==> src/rtl/julia_writeback.sv <==
// ----------------------------------------------------------------------------
// julia_writeback
//
// Purpose:
//   Consumer of the Julia worker search/select stage. When the search stage
//   reports a found worker, the pixel address and colour are latched and the
//   colour word is written to the frame buffer over an Avalon-MM-style master
//   with waitrequest. Once the write is accepted, the serviced worker gets a
//   one-hot ack pulse and the search stage gets a release pulse. A SETTLE
//   cycle follows, so the worker can drop its done flag and the search mask
//   can shift before the next capture. Written pixels are counted, and
//   frame_done is raised when the count reaches NUM_PIXELS.
//
// Ports:
//   clk, rst        - clock; asynchronous active-high reset
//   found           - search stage has a valid selection this cycle
//   sel_address     - pixel index of the selected worker
//   sel_data        - colour word of the selected worker
//   mask, done      - search mask and worker done flags (grant = mask & done)
//   release_search  - one-cycle pulse that advances the search mask
//   worker_ack      - one-hot, one-cycle ack to the serviced worker
//   mem_address     - frame-buffer byte address (FB_BASE + 4*pixel)
//   mem_writedata   - colour word
//   mem_write       - write request, held until accepted
//   mem_waitrequest - slave stall
//   frame_clear     - synchronous clear of pixel_count and frame_done
//   pixel_count     - pixels written this frame (saturating)
//   frame_done      - sticky frame-complete flag
//   oob_count       - dropped out-of-range pixels (only with the macro below)
//
// Configuration:
//   JULIA_WRITEBACK_BOUNDS_EN - when defined, a captured pixel index
//   >= NUM_PIXELS skips the write (IDLE->ACK), is not counted as written,
//   and is counted in oob_count instead.
// ----------------------------------------------------------------------------
module julia_writeback #(
    parameter int          NUM_JULIA  = 8,
    parameter logic [31:0] FB_BASE    = 32'h0000_0000,
    parameter int          NUM_PIXELS = 307200,
    parameter int          CNT_W      = 20
) (
    input  logic                 clk,
    input  logic                 rst,
    input  logic                 found,
    input  logic [31:0]          sel_address,
    input  logic [31:0]          sel_data,
    input  logic [NUM_JULIA-1:0] mask,
    input  logic [NUM_JULIA-1:0] done,
    output logic                 release_search,
    output logic [NUM_JULIA-1:0] worker_ack,
    output logic [31:0]          mem_address,
    output logic [31:0]          mem_writedata,
    output logic                 mem_write,
    input  logic                 mem_waitrequest,
    input  logic                 frame_clear,
    output logic [CNT_W-1:0]     pixel_count,
    output logic                 frame_done
`ifdef JULIA_WRITEBACK_BOUNDS_EN
    ,
    output logic [15:0]          oob_count
`endif
);

    typedef enum logic [1:0] {
        IDLE   = 2'd0,
        WRITE  = 2'd1,
        ACK    = 2'd2,
        SETTLE = 2'd3
    } state_t;

    localparam logic [CNT_W-1:0] CNT_MAX      = '1;
    localparam logic [CNT_W-1:0] FRAME_TARGET = CNT_W'(NUM_PIXELS);

    state_t               state;
    state_t               next_state;
    logic [NUM_JULIA-1:0] grant;
    logic [CNT_W-1:0]     cnt_next;
    logic                 capture;
    logic                 count_pixel;

`ifdef JULIA_WRITEBACK_BOUNDS_EN
    localparam logic [31:0] PIXEL_LIMIT = 32'(NUM_PIXELS);
    logic addr_oob;
    logic skip_write;   // latched at capture: this transaction was dropped
    assign addr_oob    = (sel_address >= PIXEL_LIMIT);
    assign count_pixel = (state == ACK) && !skip_write;
`else
    assign count_pixel = (state == ACK);
`endif

    assign capture  = (state == IDLE) && found;
    assign cnt_next = (pixel_count == CNT_MAX) ? pixel_count : pixel_count + 1'b1;

    // ------------------------------------------------------------------------
    // State register
    // ------------------------------------------------------------------------
    // NOTE: sequential state uses non-blocking (<=) so every flop samples the
    // pre-edge values regardless of process ordering.
    always_ff @(posedge clk or posedge rst) begin
        if (rst) begin
            state <= IDLE;
        end else begin
            state <= next_state;
        end
    end

    // ------------------------------------------------------------------------
    // Next-state and decoded outputs. Handshake outputs decode the state
    // directly, so an async reset drops mem_write in the same instant.
    // ------------------------------------------------------------------------
    // NOTE: every output of this block gets a default first; a path that
    // skips an assignment would otherwise infer a latch.
    always_comb begin
        next_state     = state;
        mem_write      = 1'b0;
        release_search = 1'b0;
        worker_ack     = '0;
        unique case (state)
            IDLE: begin
                if (found) begin
`ifdef JULIA_WRITEBACK_BOUNDS_EN
                    next_state = addr_oob ? ACK : WRITE;
`else
                    next_state = WRITE;
`endif
                end
            end
            WRITE: begin
                mem_write = 1'b1;
                if (!mem_waitrequest) begin
                    next_state = ACK;
                end
            end
            ACK: begin
                worker_ack     = grant;
                release_search = 1'b1;
                next_state     = SETTLE;
            end
            SETTLE: begin
                next_state = IDLE;
            end
            default: begin
                next_state = IDLE;
            end
        endcase
    end

    // ------------------------------------------------------------------------
    // Transaction latch: address, data and grant are captured once in IDLE
    // and held stable for the whole WRITE/ACK sequence.
    // ------------------------------------------------------------------------
    // NOTE: these are plain registers, not a memory array, so resetting them
    // is cheap and guarantees mem_address/mem_writedata read 0 after reset.
    always_ff @(posedge clk or posedge rst) begin
        if (rst) begin
            mem_address   <= '0;
            mem_writedata <= '0;
            grant         <= '0;
`ifdef JULIA_WRITEBACK_BOUNDS_EN
            skip_write    <= 1'b0;
`endif
        end else if (capture) begin
            mem_address   <= FB_BASE + (sel_address << 2);
            mem_writedata <= sel_data;
            // mask & done is one-hot when the search stage is consistent; an
            // all-zero grant still completes the write and release.
            grant         <= mask & done;
`ifdef JULIA_WRITEBACK_BOUNDS_EN
            skip_write    <= addr_oob;
`endif
        end
    end

    // ------------------------------------------------------------------------
    // Frame accounting. frame_clear has priority over an ACK increment and
    // never disturbs the FSM or an in-flight write.
    // ------------------------------------------------------------------------
    always_ff @(posedge clk or posedge rst) begin
        if (rst) begin
            pixel_count <= '0;
            frame_done  <= 1'b0;
        end else if (frame_clear) begin
            pixel_count <= '0;
            frame_done  <= 1'b0;
        end else if (count_pixel) begin
            pixel_count <= cnt_next;
            if (cnt_next == FRAME_TARGET) begin
                frame_done <= 1'b1;
            end
        end
    end

`ifdef JULIA_WRITEBACK_BOUNDS_EN
    always_ff @(posedge clk or posedge rst) begin
        if (rst) begin
            oob_count <= '0;
        end else if (frame_clear) begin
            oob_count <= '0;
        end else if ((state == ACK) && skip_write && (oob_count != 16'hFFFF)) begin
            oob_count <= oob_count + 16'd1;
        end
    end
`endif

endmodule
==> config.mk <==
export PLATFORM = sky130hd
export DESIGN_NAME = julia_writeback
export DESIGN_NICKNAME = d
export VERILOG_FILES = /design/src/rtl/julia_writeback.sv
export SDC_FILE = /design/constraint.sdc
export NUM_CORES = 1
export LEC_CHECK = 0
export ABC_CLOCK_PERIOD_IN_PS = 3350
export CORE_ASPECT_RATIO = 1.25
export CORE_MARGIN = 5
export CORE_UTILIZATION = 43
export DETAILED_ROUTE_END_ITERATION = 10
export GPL_ROUTABILITY_DRIVEN = 0
export PLACE_DENSITY_LB_ADDON = 0.25
export SYNTH_ARGS = -nofsm -noshare
export SYNTH_HDL_FRONTEND = slang
export SYNTH_SLANG_ARGS = --single-unit
==> constraint.sdc <==
create_clock -name clk -period 3.35 [get_ports clk]
set_input_delay 0.5025 -clock clk [delete_from_list [all_inputs] [get_ports clk]]
set_output_delay 0.5025 -clock clk [all_outputs]
set_load 0.02 [all_outputs]
* After elaboration in Yosys (flattened, before gate mapping)
Index checks and enable logic that the tools add are counted.
Cells by class: $add $sub $neg 1, equality and inequality tests 7, muxes and demuxes 12, bitwise gates (word level) 1, reduce and logical (&&, ||, !) cells 6
Operator list (number):
- 20-bit 2-to-1 mux | 3
- 20-bit by 1-bit adder with 20-bit output (second input constant) | 1
- 20-bit by 19-bit == test with 1-bit output (second input constant) | 1
- 20-bit == test (second input constant) | 1
- 8-bit AND | 1
- 8-bit 2-to-1 mux | 1
- 2-bit one-hot mux with 4 select lines | 1
- 1-bit 2-to-1 mux | 5
- 2-bit == test (second input constant) | 2
- 2-bit 2-to-1 mux | 2
- 2-bit inequality test (second input constant) | 2
- 2-bit AND reduction | 2
- 2-bit nonzero test | 2
- 2-bit by 1-bit == test with 1-bit output (second input constant) | 1
- 2-bit zero test | 1
- 1-bit logical AND | 1
Word-level totals: flip-flop bits (word level) 93, input bits 85

* Longest topological paths before layout
Gate-level depths: netlist of run 1.
depth in word-level cells 6, gate-level depth with buffers 9, depth with buffers taken out 7

* Least setup slack after synthesis of run 1
OpenSTA, ideal clock, no wires.
path kind flip-flop to flip-flop, from register pixel_count[0], to register frame_done, arrival time 2.357 ns, path slack 0.901 ns, stages on the path, launching flop included 8, path buffers 0, clock period less this slack 2.449 ns, cell sequence dfrtp_1 -> ha_1 -> nand3_1 -> or4_4 -> nor3_4 -> o21ai_1 -> or4_4 -> o31ai_2
On the way: longest elaborated chain between the ends 5
RTL lines:
- start, declared | RTL line 56 | output logic [CNT_W-1:0] pixel_count,
- start signal, assigned | RTL line 186 | pixel_count <= cnt_next;
- 20-bit by 1-bit adder with 20-bit output or 20-bit == test (tied branches) | RTL line 92 | assign cnt_next = (pixel_count == CNT_MAX) ? pixel_count : pixel_count + 1'b1;
- 20-bit 2-to-1 mux (*) | RTL line 92
- 20-bit by 19-bit == test with 1-bit output (*) | RTL line 187 | if (cnt_next == FRAME_TARGET) begin
- 2-bit nonzero test (no source line) (*)
- 2-bit AND reduction (no source line) (*)
- end signal, assigned | RTL line 181 | frame_done <= 1'b0;
- end signal, assigned | RTL line 184 | frame_done <= 1'b0;
- end signal, assigned | RTL line 188 | frame_done <= 1'b1;
- end, declared | RTL line 57 | output logic frame_done
Mark *: on every way between the ends. The rest lies on a longest branch, timed or not. A chain may end at the register's enable or synchronous reset.

* Final worst setup path of run 1
Ends and elaborated chain as after synthesis.

==> out/qor.yml, run 1 <==
final_core_util_pct: 65.1
path_max_fanout: 7
status: "completed"
skew_ns: 0.00594
yosys-top-cells-area: "dfrtp_1 54%, mux2_2 16%, nand2_1 2.5%"
slew_headroom_pct: 51.7
stdcell_area_um2: 6480
drtPass1Iterations: 4
cts_made_buffers: 9
irDropWorstVdd_mv: 0.509
startpoint_type: "flop"
fp.dieW_um: 99.7
cpMaxStageDelayCell: "or4_4"
cts_hold_buffers: 0
initial_core_util_pct: 43.5
area_delta_synth_final_pct: 49.9
final_common_cell: "clkdlybuf4s50_1"
die_h_um: 122
final_cell_mix: "175 x clkdlybuf4s50_1, 93 x dfrtp_1, 62 x mux2_2"
endpoint_kind: "flop"
crit_start: "pixel_count[0]$_DFFE_PP0P_"
tightest_slew_ns: 0.724
hold_start: "grant[2]$_DFFE_PP0P_"
dp.cells: 654
io_buffers: 175
syn_area_per_cell_um2: 11.8
ff2ff_setup_slack_ns: 0.82
critPathTopFamily: "simple AND/OR/NAND/NOR gates"
nNetsFinal: 626
ioPinCount: 180
ctsLongestPathBuffers: 2
power_mw: 5.33
synth_top_area_share_pct: 53.8
die_area_um2: 12200
fmax_mhz: 395
synth_edf_count: 0
antenna_found_initial: 0
path_buf_inv: 0
finalNonFillerCells: 670
placementRows: 41
rsz0062_at_grt: "no"
finalSetupViolCount: 0
leakage_nw: 2.64
setup-tns-final_ns: 0
cts_setup_buffers: 0
placed_area_um2: 6160
fin_crit_sh_pct: 75.6
seq_area_frac_synth_pct: 53.8
critPathMaxStageDelay_ns: 0.52
synth_area_um2: 4330
cts_resized: 0
grt_pass1_vias: 3765
drc: 0
synth_ff_type: "dfrtp_1"
grt_max_degree: 58
syn_inst: 367
coreArea_um2: 9950
ys_ff_latch: 93
cts.sinks: 93
criticalPathCategory: "reg -> reg"
htreeDepth: 3
hold_path_class: "reg -> reg"
hpwl_um: 8420
drt_iter0_markers: 98
overflow: 0
wirelength_um: 11400
maxCapViolCount: 0
worstPathCellList: "ha_1 > nand3_1 > or4_4 > nor3_4 > o21ai_1 > or4_4 > o31ai_2"
track_usage_pct: 19.3
drive_above_1_share_pct: 17.6
synth_area_leader_cell: "dfrtp_1"
hold_viol_final: 0
yosysWarnings: 0
grt_pass1_wl_um: 18500
period_minus_slack_ns: 2.53
r2r_start: "pixel_count[0]$_DFFE_PP0P_"
root_buffer: "clkbuf_16"
async_reset_ff_share_pct: 100
clkSlewWorstSetupHoldPaths_ns: 0.07
clkLatencyLatePin_ns: 0.34
cp_data_required_time_ns: 3.59
ant_nets: 0
slew_violations: 0
cts_tree: "done"
path_common_cell: "or4_4"
routed-via-count: 3421
num_antenna_cells: 0
avgViaCountPerCell: 5.11
cp.arrival_ns: 2.78
powerDensity_nw_per_um2: 823
ys_types: 52
wire_per_inst_um: 17.0
## stage by stage
step,hold slack [ns],worst slack [ns]
after detailed placement,0.463,0.837
after CTS,0.479,0.818
final,0.476,0.818
after global routing,0.502,0.706
after floorplan,0.442,0.427
after global placement,0.458,0.908
## layout make-up
type / instances / area [um^2]
clock buffer: 9 / 225
clock inverter: 7 / 97.6
fill: 805 / 3470
inverter: 8 / 31.3
multi-input combinational: 243 / 1820
sequential: 93 / 2330
tap: 129 / 161
timing repair buffer: 181 / 1820
## cells by family after synthesis
| kind of cell | synth area share (%) |
|---|---|
| AOI/OAI and AO/OA | 7.17 |
| adders and majority gates | 1.45 |
| muxes | 17.1 |
| xor gates and xnor gates | 2.83 |
| and+or+nand+nor | 13.3 |
| buffers and inverters | 4.31 |
| other | 0.0867 |
| DFF | 53.8 |
## state kept, by name (all words and copies together), names as in the netlist
name           count
state              2
mem_address       30
pixel_count       20
grant              8
mem_writedata     32
frame_done         1
## layer usage
| layer | routed length (um) | share of wire (%) | vias up | global-route usage, % |
|---|---|---|---|---|
| li1 | - | - | 1616 | - |
| met1 | 3970 | 35 | 1650 | 20.4 |
| met2 | 5900 | 52 | 131 | 33.2 |
| met3 | 1200 | 11 | 24 | 8.30 |
| met4 | 296 | 2.6 | 0 | 8.71 |
| met5 | 0 | 0 | - | 0 |
## worst min-delay path: cells and delay by family (launching register included)
kind,cells,cell delay [ns]
DFF,1,0.34
and+or+nand+nor,1,0.04
AOI/OAI and AO/OA,1,0.06
## report_power, final
group          total (mW)  switching, mW  leakage, nW  internal, mW
Combinational        2.43           1.16         1.34          1.27
Clock                1.10          0.443        0.152         0.656
Sequential           1.80          0.227         1.15          1.57
## path summary, 6_finish.rpt
| kind | to | cells after the start |
|---|---|---|
| worst max-delay path | frame_done$_DFFE_PP0P_ | 7 |
| worst min-delay path | grant[2]$_DFFE_PP0P_ | 2 |
| worst max register to register | frame_done$_DFFE_PP0P_ | 7 |
| worst min register to register | grant[2]$_DFFE_PP0P_ | 2 |
| max in group asynchronous | mem_writedata[7]$_DFFE_PP0P_ | 3 |
| min in group asynchronous | mem_writedata[8]$_DFFE_PP0P_ | 2 |
## synthesized netlist by cell type, types with 4 or more instances
| cell type | count |
|---|---|
| o21ai_0 | 18 |
| nor2_1 | 24 |
| nor3_1 | 7 |
| nand2_1 | 29 |
| dfrtp_1 | 93 |
| nand4_1 | 7 |
| mux2_2 | 62 |
| clkbuf_1 | 9 |
| mux2i_1 | 4 |
| inv_1 | 8 |
| a21oi_1 | 8 |
| xor2_1 | 9 |
| ha_1 | 5 |
| buf_1 | 6 |
| and2_1 | 10 |
| xnor2_1 | 5 |
| buf_4 | 4 |
| nand3_1 | 13 |
(Power assumes the default switching activity.)
==> run 2, diff against run 1 <==
--- a/config.mk
+++ b/config.mk
@@ -5,10 +5,10 @@
 export SDC_FILE = /design/constraint.sdc
 export NUM_CORES = 1
 export LEC_CHECK = 0
-export ABC_CLOCK_PERIOD_IN_PS = 3350
+export ABC_CLOCK_PERIOD_IN_PS = 2100
 export CORE_ASPECT_RATIO = 1.25
 export CORE_MARGIN = 5
-export CORE_UTILIZATION = 43
+export CORE_UTILIZATION = 39
 export DETAILED_ROUTE_END_ITERATION = 10
 export GPL_ROUTABILITY_DRIVEN = 0
 export PLACE_DENSITY_LB_ADDON = 0.25
==> constraint.sdc (replaced) <==
create_clock -name clk -period 2.1 [get_ports clk]
set_input_delay 0.315 -clock clk [delete_from_list [all_inputs] [get_ports clk]]
set_output_delay 0.315 -clock clk [all_outputs]
set_load 0.02 [all_outputs]
==> run 2 against run 1 <==
Compared with the run above:
- clock skew up 0.0032 ns
- non-clock buffer count up 33
- power up 59%
- cell area up 4.7%
- utilization down 3.3 points
- final cell count up 5.8%
- hold slack worse by 0.17 ns
- register-to-register slack worse by 0.76 ns
- sequential power up 61%
- first-iteration DRC count up 17%
- sequential share of layout area down 1.5 points
- critical endpoint unchanged
==> out/qor.yml, run 2 (synthesis gave the netlist of run 1 again) <==
die_h_um: 128  # +4.6%
largest_reg_flops: 32  # unchanged
track_usage_pct: 18.6  # -0.75 points
startpoint_type: "flop"
final_cell_mix: "166 x clkdlybuf4s50_1, 85 x dfrtp_1, 62 x mux2_2"
stdcell_area_um2: 6790  # +4.7%
path_max_fanout: 8  # +1
status: "completed"
root_buffer: "clkbuf_16"
fin_crit_sh_pct: 97.1  # +22 points
seq_area_um2: 2340  # +0.43%
powerDensity_nw_per_um2: 1250  # +52%
grt_pass1_vias: 3982  # +5.8%
htreeDepth: 3  # unchanged
antenna_found_initial: 0  # unchanged
wire_per_inst_um: 17.2  # +1.1%
hold_path_class: "in -> async"
rsz0062_at_grt: "yes"
skew_ns: 0.00919  # +0.00325 ns
p_clk_share_pct: 19.3  # -1.3 points
largest_register: "mem_writedata"
avgViaCountPerCell: 5.12  # +0.27%
fp.dieW_um: 104  # +4.5%
ioPinCount: 180  # unchanged
cts_made_buffers: 9  # unchanged
endpoint_kind: "flop"
slew_violations: 0  # unchanged
initial_core_util_pct: 39.4  # -4.1 points
fmax_mhz: 490  # +24%
io_buffers: 175  # unchanged
drive_above_1_share_pct: 25.4  # +7.9 points
final_common_cell: "clkdlybuf4s50_1"
power_mw: 8.49  # +59%
internal_power_mw: 5.51  # +57%
hold_viol_final: 0  # unchanged
place_ws_ns: 0.0226  # -0.814 ns
cp.arrival_ns: 2.29  # -0.49 ns
sw_frac_of_total_pct: 35.1  # +0.73 points
wirelength_um: 12200  # +7.0%
combPwrFrac_pct: 46.6  # +1.0 points
cts_tree: "done"
maxCapViolCount: 0  # unchanged
p_seq_share_pct: 34.0  # +0.2 points
multi_input_area_um2: 1880  # +3.4%
placementRows: 43  # +4.9%
setup_slack_ns: 0.0608  # -0.757 ns
overflow: 0  # unchanged
cts.sinks: 93  # unchanged
criticalPathCategory: "reg -> reg"
placed_area_um2: 6440  # +4.6%
ctsLongestPathBuffers: 2  # unchanged
area_delta_synth_final_pct: 57.0
coreArea_um2: 11000  # +10%
finalSetupViolCount: 0  # unchanged
setup-tns-final_ns: 0  # unchanged
irDropWorstVdd_mv: 0.894  # +75%
cp_data_required_time_ns: 2.35  # -1.24 ns
drt_iter0_markers: 115  # +17%
ant_nets: 0  # unchanged
reg_top3: "mem_writedata: 32 flops, mem_address: 30 flops, pixel_count: 20 flops"
power.net_switching_mw: 2.98  # +63%
die_area_um2: 13300  # +9.3%
nNetsFinal: 659  # +5.3%
leakage_nw: 2.83  # +7.0%
hpwl_um: 9330  # +11%
drc: 0  # unchanged
grt_pass1_wl_um: 19800  # +7.4%
num_antenna_cells: 0  # unchanged
final_core_util_pct: 61.9  # -3.3 points
cts_hold_buffers: 0  # unchanged
period_minus_slack_ns: 2.04  # -0.493 ns
fill_cells: 918  # +14%
routed-via-count: 3630  # +6.1%
clkLatencyLatePin_ns: 0.34  # about the same
clkSlewWorstSetupHoldPaths_ns: 0.07  # about the same
grt_max_degree: 64  # +10%
drtPass1Iterations: 4  # unchanged
[run 2: cell types whose count changed in the layout (fill, tap and decap cells not counted), moves of 2 or more]
cell             change
nor3_1               -3
dfrtp_1              -8
clkdlybuf4s50_1      -9
dfrtp_2              +8
nor3_2               +3
buf_4               +32
ha_1                 -2
ha_4                 +2
dlygate4sd2_1        +9
[run 2: power groups by stage]
stage                     Clock, mW  Sequential, mW  Combinational (mW)
after floorplan                   0            3.65                1.26
after global placement            0            2.87                3.96
after detailed placement          0            2.91                4.02
after CTS                      1.69            2.90                4.03
after global routing           1.77            2.99                4.24
final                          1.64            2.89                3.96
[run 2: final timing paths]
kind | slack, ns | cells past startpoint | startpoint | end
min in group clk | 0.48 | 2 | grant[5]$_DFFE_PP0P_ | grant[5]$_DFFE_PP0P_
max reg2reg | 0.06 | 6 | pixel_count[4]$_DFFE_PP0P_ | frame_done$_DFFE_PP0P_
min reg2reg | 0.48 | 2 | grant[5]$_DFFE_PP0P_ | grant[5]$_DFFE_PP0P_
max in group asynchronous | 1.14 | 3 | rst | pixel_count[11]$_DFFE_PP0P_
min | 0.30 | 2 | rst | pixel_count[2]$_DFFE_PP0P_
max | 0.06 | 6 | pixel_count[4]$_DFFE_PP0P_ | frame_done$_DFFE_PP0P_
[run 2: final cells by class]
type	instances	area share, %
Multi-Input combinational cell	243	27.7
Sequential cell	93	34.4
Inverter	8	0.498
Clock inverter	6	1.03
Tap cell	135	2.49
Timing Repair Buffer	214	30.5
Clock buffer	10	3.37
[run 2: worst max-delay path, cell delays in order, from the launching register on]
cell     delay (ns)
dfrtp_2        0.46
nand4_4        0.12
or4_4          0.57
nor3_4         0.15
o21ai_2        0.08
or4_4          0.41
o31ai_2        0.17
[run 2: per-stage QoR]
stage | cells | hold slack, ns
6_report | 709 | 0.303
3_5_place_dp | 691 | 0.470
5_1_grt | 709 | 0.311
2_1_floorplan | 368 | 0.442
4_1_cts | 707 | 0.300
3_3_place_gp | 691 | 0.458
[run 2: layer usage]
| metal | vias up | track usage (%) | share of wire (%) |
|---|---|---|---|
| li1 | 1687 | - | - |
| met1 | 1746 | 19.7 | 35 |
| met2 | 171 | 31.6 | 51 |
| met3 | 26 | 8.56 | 11 |
| met4 | 0 | 8.31 | 2.6 |
| met5 | - | 0 | 0 |
[run 2: timing repair]
action | in CTS | in global routing
gates resized for setup | 11 | 10
pin swaps | 0 | 1
setup buffers | 0 | 2
setup endpoints to repair | 9 | 5
==> run 3, diff against run 2 <==
--- a/config.mk
+++ b/config.mk
@@ -9,6 +9,7 @@
 export CORE_ASPECT_RATIO = 1.25
 export CORE_MARGIN = 5
 export CORE_UTILIZATION = 39
+export CTS_CLUSTER_DIAMETER = 60
 export DETAILED_ROUTE_END_ITERATION = 10
 export GPL_ROUTABILITY_DRIVEN = 0
 export PLACE_DENSITY_LB_ADDON = 0.25
==> results of run 3 <==
Same layout as run 2: the final DEF is identical, and so are final timing and power.
